`src/rtl/dcache_miss_ctrl_if.sv`:
```
// ---------------------------------------------------------------------------
// dcache_miss_ctrl_if
//   TileLink-UL A/D channel bundle between the data-cache miss controller and
//   the memory-side slave. One outstanding transaction, no source/ID field.
//
//   A channel (master -> slave): a_valid, a_opcode, a_size, a_address,
//                                a_mask, a_data;  a_ready returns.
//   D channel (slave -> master): d_valid, d_opcode, d_denied, d_data;
//                                d_ready returns.
// ---------------------------------------------------------------------------
interface dcache_miss_ctrl_if;
    logic        a_valid;
    logic        a_ready;
    logic [2:0]  a_opcode;
    logic [2:0]  a_size;
    logic [63:0] a_address;
    logic [7:0]  a_mask;
    logic [63:0] a_data;

    logic        d_valid;
    logic        d_ready;
    logic [2:0]  d_opcode;
    logic        d_denied;
    logic [63:0] d_data;

    modport master (
        output a_valid, a_opcode, a_size, a_address, a_mask, a_data, d_ready,
        input  a_ready, d_valid, d_opcode, d_denied, d_data
    );

    modport slave (
        input  a_valid, a_opcode, a_size, a_address, a_mask, a_data, d_ready,
        output a_ready, d_valid, d_opcode, d_denied, d_data
    );
endinterface

```
`src/rtl/dcache_miss_ctrl.sv`:
```
// ---------------------------------------------------------------------------
// dcache_miss_ctrl
//   Sequencer for a direct-mapped, write-through data cache (32 lines x 64 b,
//   tag = addr[63:8], index = addr[7:3]). Load misses fetch the aligned
//   doubleword with a TL-UL Get and fill the line; stores go out as
//   PutFullData/PutPartialData and invalidate the line on the ack. The LSU is
//   stalled until each transaction retires.
//
//   Ports
//     clk, rst_n        core clock, asynchronous active-low reset
//     req_*             LSU request (held stable while stall = 1)
//     cache_hit         hit indication for cache_addr
//     stall             LSU must hold its request
//     err               one-cycle pulse: denied, protocol error or timeout
//     cache_addr        req_addr in IDLE, latched address otherwise
//     cache_update      cache update strobe; cache_opcode 1 = fill, 0 = inval
//     cache_data        fill data
//     tl                TL-UL A/D channels (master side)
// ---------------------------------------------------------------------------
module dcache_miss_ctrl #(
    parameter int TIMEOUT = 256,
    parameter int TO_W    = 8
) (
    input  logic        clk,
    input  logic        rst_n,

    input  logic        req_valid,
    input  logic        req_load,
    input  logic        req_store,
    input  logic [63:0] req_addr,
    input  logic [7:0]  req_mask,
    input  logic [63:0] req_wdata,

    input  logic        cache_hit,
    output logic        stall,
    output logic        err,
    output logic [63:0] cache_addr,
    output logic        cache_update,
    output logic [2:0]  cache_opcode,
    output logic [63:0] cache_data,

    dcache_miss_ctrl_if.master tl
);

    localparam logic [2:0] A_GET         = 3'd4;
    localparam logic [2:0] A_PUT_FULL    = 3'd0;
    localparam logic [2:0] A_PUT_PARTIAL = 3'd1;
    localparam logic [2:0] D_ACK_DATA    = 3'd1;
    localparam logic [TO_W-1:0] CNT_LAST = TO_W'(TIMEOUT - 1);

    typedef enum logic [2:0] {
        IDLE,
        A_REQ,
        WAIT_D,
        UPDATE,
        DONE
    } state_e;

    state_e            state_q,      state_d;
    logic [63:0]       addr_q,       addr_d;
    logic              store_q,      store_d;
    logic [7:0]        mask_q,       mask_d;
    logic [63:0]       wdata_q,      wdata_d;
    logic [2:0]        rsp_opcode_q, rsp_opcode_d;
    logic              rsp_denied_q, rsp_denied_d;
    logic [63:0]       rsp_data_q,   rsp_data_d;
    logic [TO_W-1:0]   cnt_q,        cnt_d;

    logic              fill_ok;

    // A load answered with good data fills; everything else invalidates.
    assign fill_ok = ~store_q & (rsp_opcode_q == D_ACK_DATA) & ~rsp_denied_q;

    always_comb begin
        // NOTE: every signal written here gets a default first, so no path
        // through the case statement can leave one unassigned and infer a latch.
        state_d      = state_q;
        addr_d       = addr_q;
        store_d      = store_q;
        mask_d       = mask_q;
        wdata_d      = wdata_q;
        rsp_opcode_d = rsp_opcode_q;
        rsp_denied_d = rsp_denied_q;
        rsp_data_d   = rsp_data_q;
        cnt_d        = cnt_q;

        stall        = 1'b1;
        err          = 1'b0;
        cache_addr   = addr_q;
        cache_update = 1'b0;
        cache_opcode = 3'd0;
        cache_data   = 64'd0;

        tl.a_valid   = 1'b0;
        tl.a_opcode  = 3'd0;
        tl.a_size    = 3'd3;
        tl.a_address = 64'd0;
        tl.a_mask    = 8'd0;
        tl.a_data    = 64'd0;
        tl.d_ready   = 1'b0;

        unique case (state_q)
            IDLE: begin
                cache_addr = req_addr;
                // An op flagged as neither load nor store never stalls, so it
                // cannot wedge the LSU.
                stall = req_valid & (req_store | (req_load & ~cache_hit));
                if (req_valid && req_store) begin
                    addr_d  = req_addr;
                    store_d = 1'b1;
                    mask_d  = req_mask;
                    wdata_d = req_wdata;
                    state_d = A_REQ;
                end else if (req_valid && req_load && !cache_hit) begin
                    addr_d  = req_addr;
                    store_d = 1'b0;
                    state_d = A_REQ;
                end
            end

            A_REQ: begin
                // A fields come straight from registers, so they cannot move
                // while the slave back-pressures with a_ready = 0.
                tl.a_valid   = 1'b1;
                tl.a_opcode  = !store_q        ? A_GET      :
                               (mask_q == 8'hFF) ? A_PUT_FULL : A_PUT_PARTIAL;
                tl.a_address = {addr_q[63:3], 3'b000};
                tl.a_mask    = store_q ? mask_q : 8'hFF;
                tl.a_data    = wdata_q;
                if (tl.a_ready) begin
                    cnt_d   = '0;
                    state_d = WAIT_D;
                end
            end

            WAIT_D: begin
                tl.d_ready = 1'b1;
                cnt_d      = cnt_q + TO_W'(1);
                // A response in the last counted cycle still wins.
                if (tl.d_valid) begin
                    rsp_opcode_d = tl.d_opcode;
                    rsp_denied_d = tl.d_denied;
                    rsp_data_d   = tl.d_data;
                    state_d      = UPDATE;
                end else if (cnt_q == CNT_LAST) begin
                    err     = 1'b1;
                    state_d = DONE;
                end
            end

            UPDATE: begin
                cache_update = 1'b1;
                cache_opcode = fill_ok ? 3'd1 : 3'd0;
                cache_data   = fill_ok ? rsp_data_q : 64'd0;
                err          = rsp_denied_q | (~store_q & (rsp_opcode_q != D_ACK_DATA));
                state_d      = DONE;
            end

            DONE: begin
                // Stall one more cycle so the load re-probes the filled line.
                state_d = IDLE;
            end

            default: state_d = IDLE;
        endcase
    end

    // NOTE: state registers use non-blocking assignments so every flop samples
    // the pre-edge value of its _d input regardless of statement order.
    always_ff @(posedge clk or negedge rst_n) begin
        if (!rst_n) begin
            state_q      <= IDLE;
            addr_q       <= '0;
            store_q      <= 1'b0;
            mask_q       <= '0;
            wdata_q      <= '0;
            rsp_opcode_q <= '0;
            rsp_denied_q <= 1'b0;
            rsp_data_q   <= '0;
            cnt_q        <= '0;
        end else begin
            state_q      <= state_d;
            addr_q       <= addr_d;
            store_q      <= store_d;
            mask_q       <= mask_d;
            wdata_q      <= wdata_d;
            rsp_opcode_q <= rsp_opcode_d;
            rsp_denied_q <= rsp_denied_d;
            rsp_data_q   <= rsp_data_d;
            cnt_q        <= cnt_d;
        end
    end

endmodule
```
`src/flat_wrapper.sv`:
```
// flat-port wrapper written by rule: the top's interface ports become plain ports
module dcache_miss_ctrl_flat 
#(
    parameter int TIMEOUT = 256,
    parameter int TO_W    = 8
)
  (clk, rst_n, req_valid, req_load, req_store, req_addr, req_mask, req_wdata, cache_hit, stall, err, cache_addr, cache_update, cache_opcode, cache_data, tl_a_valid, tl_a_opcode, tl_a_size, tl_a_address, tl_a_mask, tl_a_data, tl_d_ready, tl_a_ready, tl_d_valid, tl_d_opcode, tl_d_denied, tl_d_data);
  dcache_miss_ctrl_if tl_i ();
  input  logic clk;
  input  logic rst_n;
  input  logic req_valid;
  input  logic req_load;
  input  logic req_store;
  input  logic [63:0] req_addr;
  input  logic [7:0] req_mask;
  input  logic [63:0] req_wdata;
  input  logic cache_hit;
  output logic stall;
  output logic err;
  output logic [63:0] cache_addr;
  output logic cache_update;
  output logic [2:0] cache_opcode;
  output logic [63:0] cache_data;
  output wire logic [$bits(tl_i.a_valid)-1:0] tl_a_valid;
  output wire logic [$bits(tl_i.a_opcode)-1:0] tl_a_opcode;
  output wire logic [$bits(tl_i.a_size)-1:0] tl_a_size;
  output wire logic [$bits(tl_i.a_address)-1:0] tl_a_address;
  output wire logic [$bits(tl_i.a_mask)-1:0] tl_a_mask;
  output wire logic [$bits(tl_i.a_data)-1:0] tl_a_data;
  output wire logic [$bits(tl_i.d_ready)-1:0] tl_d_ready;
  input wire logic [$bits(tl_i.a_ready)-1:0] tl_a_ready;
  input wire logic [$bits(tl_i.d_valid)-1:0] tl_d_valid;
  input wire logic [$bits(tl_i.d_opcode)-1:0] tl_d_opcode;
  input wire logic [$bits(tl_i.d_denied)-1:0] tl_d_denied;
  input wire logic [$bits(tl_i.d_data)-1:0] tl_d_data;
  assign tl_a_valid = tl_i.a_valid;
  assign tl_a_opcode = tl_i.a_opcode;
  assign tl_a_size = tl_i.a_size;
  assign tl_a_address = tl_i.a_address;
  assign tl_a_mask = tl_i.a_mask;
  assign tl_a_data = tl_i.a_data;
  assign tl_d_ready = tl_i.d_ready;
  assign tl_i.a_ready = tl_a_ready;
  assign tl_i.d_valid = tl_d_valid;
  assign tl_i.d_opcode = tl_d_opcode;
  assign tl_i.d_denied = tl_d_denied;
  assign tl_i.d_data = tl_d_data;
  dcache_miss_ctrl #(.TIMEOUT(TIMEOUT), .TO_W(TO_W)) u_core (.clk(clk), .rst_n(rst_n), .req_valid(req_valid), .req_load(req_load), .req_store(req_store), .req_addr(req_addr), .req_mask(req_mask), .req_wdata(req_wdata), .cache_hit(cache_hit), .stall(stall), .err(err), .cache_addr(cache_addr), .cache_update(cache_update), .cache_opcode(cache_opcode), .cache_data(cache_data), .tl(tl_i));
endmodule
```
`config.mk`:
```
export PLATFORM = sky130hd
export DESIGN_NAME = dcache_miss_ctrl_flat
export DESIGN_NICKNAME = d
export VERILOG_FILES = /design/src/rtl/dcache_miss_ctrl_if.sv /design/src/rtl/dcache_miss_ctrl.sv /design/src/flat_wrapper.sv
export SDC_FILE = /design/constraint.sdc
export NUM_CORES = 1
export LEC_CHECK = 0
export BUFFER_PORTS_ARGS = -buffer_cell sky130_fd_sc_hd__buf_2
export CAP_MARGIN = 20
export CORE_AREA = 3 3 188 190
export CTS_CLUSTER_DIAMETER = 30
export CTS_CLUSTER_SIZE = 40
export DETAILED_ROUTE_END_ITERATION = 10
export DIE_AREA = 0 0 191 193
export GPL_ROUTABILITY_DRIVEN = 0
export PLACE_DENSITY = 0.58
export RECOVER_POWER = 50
export SLEW_MARGIN = 20
export SYNTH_ARGS = -nofsm -noshare
export SYNTH_HDL_FRONTEND = slang
export SYNTH_SLANG_ARGS = --single-unit
```
`constraint.sdc`:
```
create_clock -name clk -period 2.3 [get_ports clk]
set_clock_uncertainty 0.1 [all_clocks]
set_input_delay 0 -clock clk [delete_from_list [all_inputs] [get_ports clk]]
set_output_delay 0 -clock clk [all_outputs]
set_load 0.02 [all_outputs]
```
* After elaboration in Yosys (flattened, before gate mapping)
Index checks and enable logic that the tools add are counted.
** Cells by class
- Add/sub/neg operators :: 1
- Eq/ne operators :: 10
- Muxes and demuxes :: 31
- Bitwise operators :: 10
- Reductions and logical operators :: 12
** Operator list (number)
- 2-to-1 mux 64 bit :: 7
- 2-to-1 mux 3 bit :: 8
- 2-to-1 mux 8 bit :: 3
- == test 8 bit, second input constant :: 2
- one-hot mux 8 bit (2 select lines) :: 1
- one-hot mux 3 bit (4 select lines) :: 1
- 2-to-1 mux 1 bit :: 10
- adder 8 x 1 -> 8 bit, second input constant :: 1
- AND reduction 2 bit :: 4
- == test 3 x 1 -> 1 bit, second input constant :: 2
- == test 3 x 2 -> 1 bit, second input constant :: 2
- inequality test 3 x 1 -> 1 bit, second input constant :: 2
- bitwise AND 1 bit :: 5
- nonzero test 2 bit :: 2
- logical AND 1 bit :: 3
- zero test 3 bit :: 1
- inequality test 3 x 2 -> 1 bit, second input constant :: 1
- NOT 1 bit :: 3
- AND reduction 3 bit :: 1
- inequality test 2 bit, second input constant :: 1
- bitwise OR 1 bit :: 2
- one-hot mux 1 bit (2 select lines) :: 1
- zero test 1 bit :: 1
** Word-level totals
- Flip-flop bits (word level) :: 216
- Bits of input ports :: 212
- Output and inout bits :: 278

* Logic depth before layout (Yosys ltp)
Gate-level depths: netlist (run 1).
- Depth in word-level cells :: 5
- Gate-level depth with buffers :: 6
- Gate-level depth less buffers :: 5

* Worst setup path after synthesis (run 1)
No wires, ideal clock.
- Path kind :: register to register
- Start point :: reg u_core.state_q[1]
- End point :: reg u_core.mask_q[1]
- Library setup time :: 0.128 ns
- Data arrival time :: 1.531 ns
- Data required time :: 2.072 ns
- Setup slack :: 0.542 ns
- Cell stages (with the launch flop) :: 7
- Buffers on the path :: 3
- Clock period less this slack :: 1.758 ns
- Path through :: dfrtp_1 buf_4 nor3_4 and3_1 buf_2 buf_4 mux2_1
** Between the ends
- Word-level cells in the longest chain between the ends :: 2
** Ends and longest elaborated chain
- start: declaration :: RTL line dcache_miss_ctrl.sv:59 : state_e state_q, state_d;
- start signal: assignment :: RTL line dcache_miss_ctrl.sv:182 : state_q <= state_d;
- zero test 3 bit :: RTL line dcache_miss_ctrl.sv:102 : unique case (state_q)
- AND reduction 2 bit (no source line)
- end signal: assignment :: RTL line dcache_miss_ctrl.sv:185 : mask_q <= mask_d;
- end: declaration :: RTL line dcache_miss_ctrl.sv:62 : logic [7:0] mask_q, mask_d;
No other way between the ends.
A chain may end at the register's enable or synchronous reset.

* Worst setup path in the final report (run 1)
- Start point :: reg u_core.state_q[2]
- End point :: out cache_data[48]
** Between the ends
- Word-level cells in the longest chain between the ends :: 2
** Ends and longest elaborated chain
- == test 3 x 2 -> 1 bit :: RTL line dcache_miss_ctrl.sv:102
- 2-to-1 mux 64 bit :: RTL line dcache_miss_ctrl.sv:102
- end: declaration :: RTL line flat_wrapper.sv:23 : output logic [63:0] cache_data;
No other way between the ends.

==> results of run 1 <==
synthesized netlist by cell type (2+ instances only):
cell / number / area, um^2
dfrtp_1: 216 / 5410
and2_1: 189 / 1180
mux2_2: 130 / 1460
mux2_1: 118 / 1330
buf_4: 23 / 173
mux2_4: 20 / 300
buf_6: 16 / 180
buf_2: 15 / 75.1
o21a_1: 8 / 60.1
clkbuf_2: 7 / 35.0
a211o_1: 5 / 43.8
nand3_1: 5 / 25.0
nor2_1: 4 / 15.0
and3_1: 3 / 18.8
nand2_1: 3 / 11.3
nand4_1: 3 / 18.8
nor3_1: 3 / 15.0
nor3b_1: 3 / 22.5
o211a_1: 3 / 30.0
o211ai_1: 3 / 22.5
o21ai_0: 3 / 15.0
a21oi_1: 2 / 10.0
conb_1: 2 / 7.51
inv_1: 2 / 7.51
inv_2: 2 / 7.51
nor4_1: 2 / 12.5
or3b_1: 2 / 17.5
kinds of logic after synthesis:
group / Yosys count / synth area share, %
flip-flops: 216 / 50.7
multiplexers: 268 / 29.0
adder cells (fa/ha/maj): 1 / 0.117
buffers and inverters: 68 / 4.63
other: 2 / 0.0704
AND/OR/NAND/NOR: 226 / 13.4
AO/OA/AOI/OAI: 29 / 2.08
layout make-up:
| cell class | instances | area share [%] |
|---|---|---|
| timing repair buffer | 744 | 30.7 |
| antenna | 1 | 0.0134 |
| clock inverter | 33 | 2.86 |
| timing repair inverter | 2 | 0.0937 |
| sequential | 216 | 28.9 |
| clock buffer | 63 | 7.50 |
| inverter | 6 | 0.201 |
| multi-input combinational | 533 | 26.7 |
| tap | 448 | 3.00 |
report_power, final:
group / leakage [nW] / switching, mW / internal, mW
combinational: 5.61 / 5.42 / 5.28
sequential: 2.57 / 1.27 / 5.73
clock: 0.941 / 2.28 / 5.77
registers in the layout, indices dropped and copies added, names as in the netlist:
signal,cells
u_core.rsp_data_q,64
u_core.mask_q,8
u_core.wdata_q,64
u_core.rsp_opcode_q,3
u_core.cnt_q,8
u_core.rsp_denied_q,1
u_core.state_q,3
u_core.store_q,1
u_core.addr_q,64
per-layer routing:
layer	GRT usage (%)	up-vias	share of wire, %
met5	0	-	0
li1	-	4290	-
met4	6.66	0	3.0
met2	34.3	440	51
met1	22.0	4625	39
met3	4.85	74	7.3
worst reg2reg max path, delay by kind of cell (launching register included):
kind	cells	cell delay, ns
buffers and inverters	4	0.70
DFF	1	0.44
and+or+nand+nor	2	0.44
muxes	1	0.37
metrics by stage:
stage / util, % / setup TNS, ns / hold slack [ns] / power (mW) / instance area [um^2]
2_1_floorplan: - / 0 / -0.396 / 13.0 / 10700
3_3_place_gp: 40.3 / 0 / -0.112 / 15.9 / 13500
3_5_place_dp: 40.3 / 0 / -0.115 / 16.0 / 13500
4_1_cts: 54.0 / -2.38 / 0.0887 / 24.9 / 18100
5_1_grt: 55.6 / -5.52 / 0.102 / 27.1 / 18700
6_report: 55.6 / -0.0164 / 0.118 / 25.7 / 18700
how the worst max path moves through the flow:
stage                              end
global route            cache_data[48]
global placement      u_core.mask_q[0]
detailed placement  u_core.wdata_q[29]
floorplan             u_core.mask_q[1]
finish                  cache_data[48]
CTS                     cache_data[25]
repair_timing:
item                                    4_1_cts  5_1_grt
buffers inserted                              5        8
gates resized for setup                     122      129
pin swaps                                    11       13
endpoints found under the hold margin       432        0
hold buffers                                218        0
cloned                                        4        6
endpoints found under the setup margin      234      178
==> metrics.md, run 1 <==
| Metric | Value |
|---|---|
| CP Capture Type | primary output |
| Peak Freq | 432 MHz |
| Die H | 193 um |
| Synthesized area | 0.0107 mm^2 |
| Top-Level Pins | 490 |
| Worst reg2reg path depth | 7 |
| Fin cells | 2046 |
| Worst Path Buf+Inv | 3 |
| CP max stage delay | 0.44 ns |
| # DRC | 0 |
| Vias per cell | 4.61 |
| First-pass GRT wire length | 55.7 mm |
| Most frequent cells in the layout | buf_2 (390), dlygate4sd3_1 (218), dfrtp_1 (213) |
| Hold WC Path Type | in2reg |
| Max-slew violations | 0 |
| Vias in the first global route | 10100 |
| Stages on the worst setup path | 6 |
| Pre-CTS setup slack | 0.281 ns |
| I/O Buffers | 480 |
| Skew-Pair Late Insertion Delay | 0.53 ns |
| P_leak | 9.12 nW |
| Critical R2R Launch | u_core.state_q[2] |
| WL final | 38.9 mm |
| Clock slew at reported path FFs | 0.05 ns |
| Htree depth | 2 |
| Ys flop type | dfrtp_1 |
| Dpl cells | 1708 |
| Die Area | 0.0369 mm^2 |
| WS Path Type | reg2out |
| Rel. slew slack | 42.1% |
| Peak supply drop | 917 uV |
| Core area | 0.0336 mm^2 |
| DRT iter0 DRCs | 299 |
| Reg area | 0.00541 mm^2 |
| Crit path time final | 2.32 ns |
| Async S/R FF share, synth | 100% |
| Failing checks | negative setup slack |
| Seq/Total Area, Yosys | 50.7% |
| Average wire per cell in the routed design | 19.0 um |
| Initial antenna violation count | 0 |
| Clk root buf | clkbuf_16 |
| Worst-Margin Slew | 0.868 ns |
| CP Data Arrival Time | 2.22 ns |
| CP max FO | 16 |
| Nets | 1767 |
| Crit-path slowest cell | dfrtp_2 |
| Initial Util | 31.7% |
| CP dominant cell by count | buf_6 |
| Footprint of the multi-input gates | 0.00499 mm^2 |
| DRT Pass-1 Iters | 4 |
| Layout cells sized above 1 | 51.8% |
| Tot GR Track Use | 19.0% |
| Setup violations, final | 1 |
| Final hold vios | 0 |
| Syn-to-layout area delta | 75.2% |
| Status | finished with violations |
| Mean area per synthesized cell | 13.2 um^2 |
| Flops & latches, synth | 216 |
| Post-synth EDFFs | 0 |
| Final worst path period share | 101% |
| Gr ovfl total | 0 |
| Yosys cell types | 45 |
| RSZ-0062 raised after global routing | true |
| Yosys warns | 0 |
| Clock Path Buffers | 3 |
| Hold depth | 3 |
| Vias | 9429 |
| Startpoint Class | flip-flop |
| CP Cell Sequence | nand3b_1 > nor4_4 > buf_6 > clkbuf_16 > and2_1 > buf_6 |
| Final worst setup slack | -0.0164 ns |
| R2r setup slk | 0.13 ns |
| Largest net degree at the start of global routing | 72 |
| Worst setup startpoint | u_core.state_q[2] |
| CTS tree | built |
| # rows | 67 |
| Leading cell type in the layout, fill and taps excluded | buf_2 |
| Post-synthesis cell count | 810 |
| Worst hold path startpoint | req_wdata[52] |
| Die X | 191 um |
| Post-DP HPWL | 23.5 mm |
| TritonCTS buffer count | 51 |
| R2R Path End | u_core.mask_q[0] |
| Hold endpoint | u_core.wdata_q[52] |
| Layout fillers | 2696 |
| CP delay by family, top | simple AND/OR/NAND/NOR gates |
| Worst EP required | 2.20 ns |
| ANT nets after route | 0 |
| Max-cap viol count | 0 |
| Clock Sinks | 216 |
| PwrDens | 1380 mW/mm^2 |
Power figures use the tool's default switching activity.
==> inputs of run 2 (changes only) <==
==> constraint.sdc (replaced) <==
create_clock -name clk -period 2.3 [get_ports clk]
set_clock_uncertainty 0.1 [all_clocks]
set_input_delay 0 -clock clk [delete_from_list [all_inputs] [get_ports clk]]
set_output_delay 0 -clock clk [all_outputs]
set_load 0.005 [all_outputs]
==> metrics.md, run 2 (same netlist as run 1, synthesis figures left out) <==
| Metric | Value |
|---|---|
| Internal | 15.4 mW (-8.4%) |
| I/O Buffers | 480 (unchanged) |
| Die Area | 0.0369 mm^2 (unchanged) |
| Vias in the first global route | 9655 (-4.1%) |
| RSZ-0062 raised after global routing | true |
| # rows | 67 (unchanged) |
| Largest regs | u_core.addr_q (64), u_core.rsp_data_q (64), u_core.wdata_q (64) |
| Area after DPL | 0.0135 mm^2 (-0.28%) |
| Clock slew at reported path FFs | 0.05 ns (about the same) |
| Pre-CTS setup slack | 0.332 ns (+0.0512 ns) |
| Peak supply drop | 587 uV (-36%) |
| P_leak | 8.75 nW (-4.1%) |
| Failing checks | negative setup slack |
| Top-Level Pins | 490 (unchanged) |
| Setup violations, final | 1 (unchanged) |
| Startpoint Class | flip-flop |
| Status | finished with violations |
| Clock power frac | 33.1% (+1.8 points) |
| Sw Pwr | 6.69 mW (-25%) |
| Max-cap viol count | 0 (unchanged) |
| ANT nets after route | 0 (unchanged) |
| Largest net degree at the start of global routing | 69 (-4.2%) |
| Comb power frac | 35.6% (-5.9 points) |
| Most frequent cells in the layout | buf_2 (458), dfrtp_1 (214), dlygate4sd3_1 (213) |
| Rel. slew slack | 35.3% (-6.8 points) |
| Initial antenna violation count | 2 (+2) |
| Layout fillers | 2891 (+7.2%) |
| Max-slew violations | 0 (unchanged) |
| Core Util, Final | 53.0% (-2.6 points) |
| Tot GR Track Use | 18.0% (-1.0 points) |
| Leading cell type in the layout, fill and taps excluded | buf_2 |
| Average wire per cell in the routed design | 18.2 um (-4.0%) |
| Vias | 9219 (-2.2%) |
| CP max FO | 16 (unchanged) |
| Skew-Pair Late Insertion Delay | 0.51 ns (-0.02 ns) |
| Hold WC Path Type | in2reg |
| Vias per cell | 4.54 (-1.4%) |
| Nets | 1754 (-0.74%) |
| Clk root buf | clkbuf_16 |
| Die H | 193 um (unchanged) |
| First-pass GRT wire length | 53.2 mm (-4.5%) |
| WS Path Type | reg2out |
| CP Capture Type | primary output |
| Final worst setup slack | -0.00385 ns (+0.0126 ns) |
| Clock Path Buffers | 3 (unchanged) |
| Final instance area | 0.0178 mm^2 (-4.7%) |
| # DRC | 0 (unchanged) |
| Post-DP HPWL | 23.7 mm (+0.83%) |
| Gr ovfl total | 0 (unchanged) |
| Htree depth | 2 (unchanged) |
| Sw Share | 30.3% (-4.5 points) |
| Final hold vios | 0 (unchanged) |
| Flop pwr share | 31.2% (+4.0 points) |
| Core area | 0.0336 mm^2 (unchanged) |
| CTS tree | built |
| DRT Pass-1 Iters | 4 (unchanged) |
| Clock Sinks | 216 (unchanged) |
| Initial Util | 31.7% (unchanged) |
| Diode count | 0 (-1) |
| Die X | 191 um (unchanged) |
| Peak Freq | 434 MHz (+0.55%) |
| TritonCTS buffer count | 49 (-3.9%) |
| Worst EP required | 2.20 ns (about the same) |
| Syn-to-layout area delta | 67.0% |
| CP Data Arrival Time | 2.20 ns (-0.02 ns) |
| Final Hold Slack | 0.130 ns (+0.0117 ns) |
| Final worst path period share | 100% (-0.55 points) |
| Layout cells sized above 1 | 48.8% (-3.0 points) |
| WL final | 37.0 mm (-4.8%) |
| Worst-Margin Slew | 0.970 ns (+0.102 ns) |
| Crit path time final | 2.30 ns (-0.0126 ns) |
| PwrDens | 1240 mW/mm^2 (-10%) |
| Total power | 22.1 mW (-14%) |
| DRT iter0 DRCs | 293 (-2.0%) |
-- run 2: cell types whose count changed in the layout (fill, tap and decap cells not counted), moves of 4 or more --
cell           before  now
and2_1            146  169
mux2_2            112  129
buf_6              80   26
and2_4             43   20
bufinv_16          13    7
mux2_1            118  135
dlygate4sd3_1     218  213
mux2_4             38    4
buf_2             390  458
inv_6               5    1
buf_4              34   10
-- run 2: routing by layer --
metal	global-route usage [%]	up-vias	share of wire, %
li1	-	4264	-
met1	22.0	4486	41
met2	31.0	403	49
met3	4.38	66	6.7
met4	6.83	0	3.3
met5	0	-	0
-- run 2: worst paths after layout --
| check | start | to | slack [ns] | depth (start not counted) |
|---|---|---|---|---|
| worst min-delay path | req_wdata[26] | u_core.wdata_q[26] | 0.13 | 3 |
| worst min register to register | u_core.wdata_q[2] | u_core.wdata_q[2] | 0.37 | 1 |
| worst max-delay path | u_core.rsp_opcode_q[2] | cache_data[39] | -0.004 | 6 |
| min in group asynchronous | rst_n | u_core.mask_q[5] | 0.64 | 3 |
| max in group asynchronous | rst_n | u_core.wdata_q[43] | 0.24 | 4 |
| worst max register to register | u_core.state_q[0] | u_core.rsp_data_q[63] | 0.10 | 4 |
-- run 2: final cells by class --
type | instances | area, um^2 | share of cell area (%)
clock buffers | 65 | 1440 | 8.08
repair buffers | 734 | 5210 | 29.3
repair inverters | 1 | 8.76 | 0.0492
well taps | 448 | 561 | 3.15
multi-input cells | 533 | 4800 | 26.9
flip-flops and latches | 216 | 5410 | 30.4
clock inverters | 26 | 345 | 1.94
inverters | 6 | 35.0 | 0.197
-- run 2: worst max-delay path, cell delays in order (launching register included) --
cell and delay (ns):
dfrtp_1 0.37, or3b_4 0.42, nor4_4 0.27, buf_6 0.19, buf_12 0.14, and2_1 0.15, buf_2 0.13
-- run 2: power groups by stage --
stage / clock [mW] / combinational (mW) / sequential (mW)
finish: 7.31 / 7.86 / 6.89
global route: 7.69 / 8.57 / 7.16
CTS: 7.46 / 7.75 / 6.84
detailed placement: 0 / 7.24 / 6.86
global placement: 0 / 7.15 / 6.81
floorplan: 0 / 4.75 / 6.42
-- run 2: timing repair --
item | in CTS | in global routing
hold endpoints to repair | 432 | 0
setup endpoints to repair | 160 | 195
buffers inserted | 1 | 6
resized for setup | 10 | 52
cloned | 1 | 9
hold buffers | 213 | 0
pin swaps | 1 | 22
-- run 2: metrics by stage --
step	cells	TNS, ns
global route	2029	-9.41
floorplan	817	0
CTS	2014	-0.0133
global placement	1708	0
detailed placement	1708	0
finish	2029	-0.00385
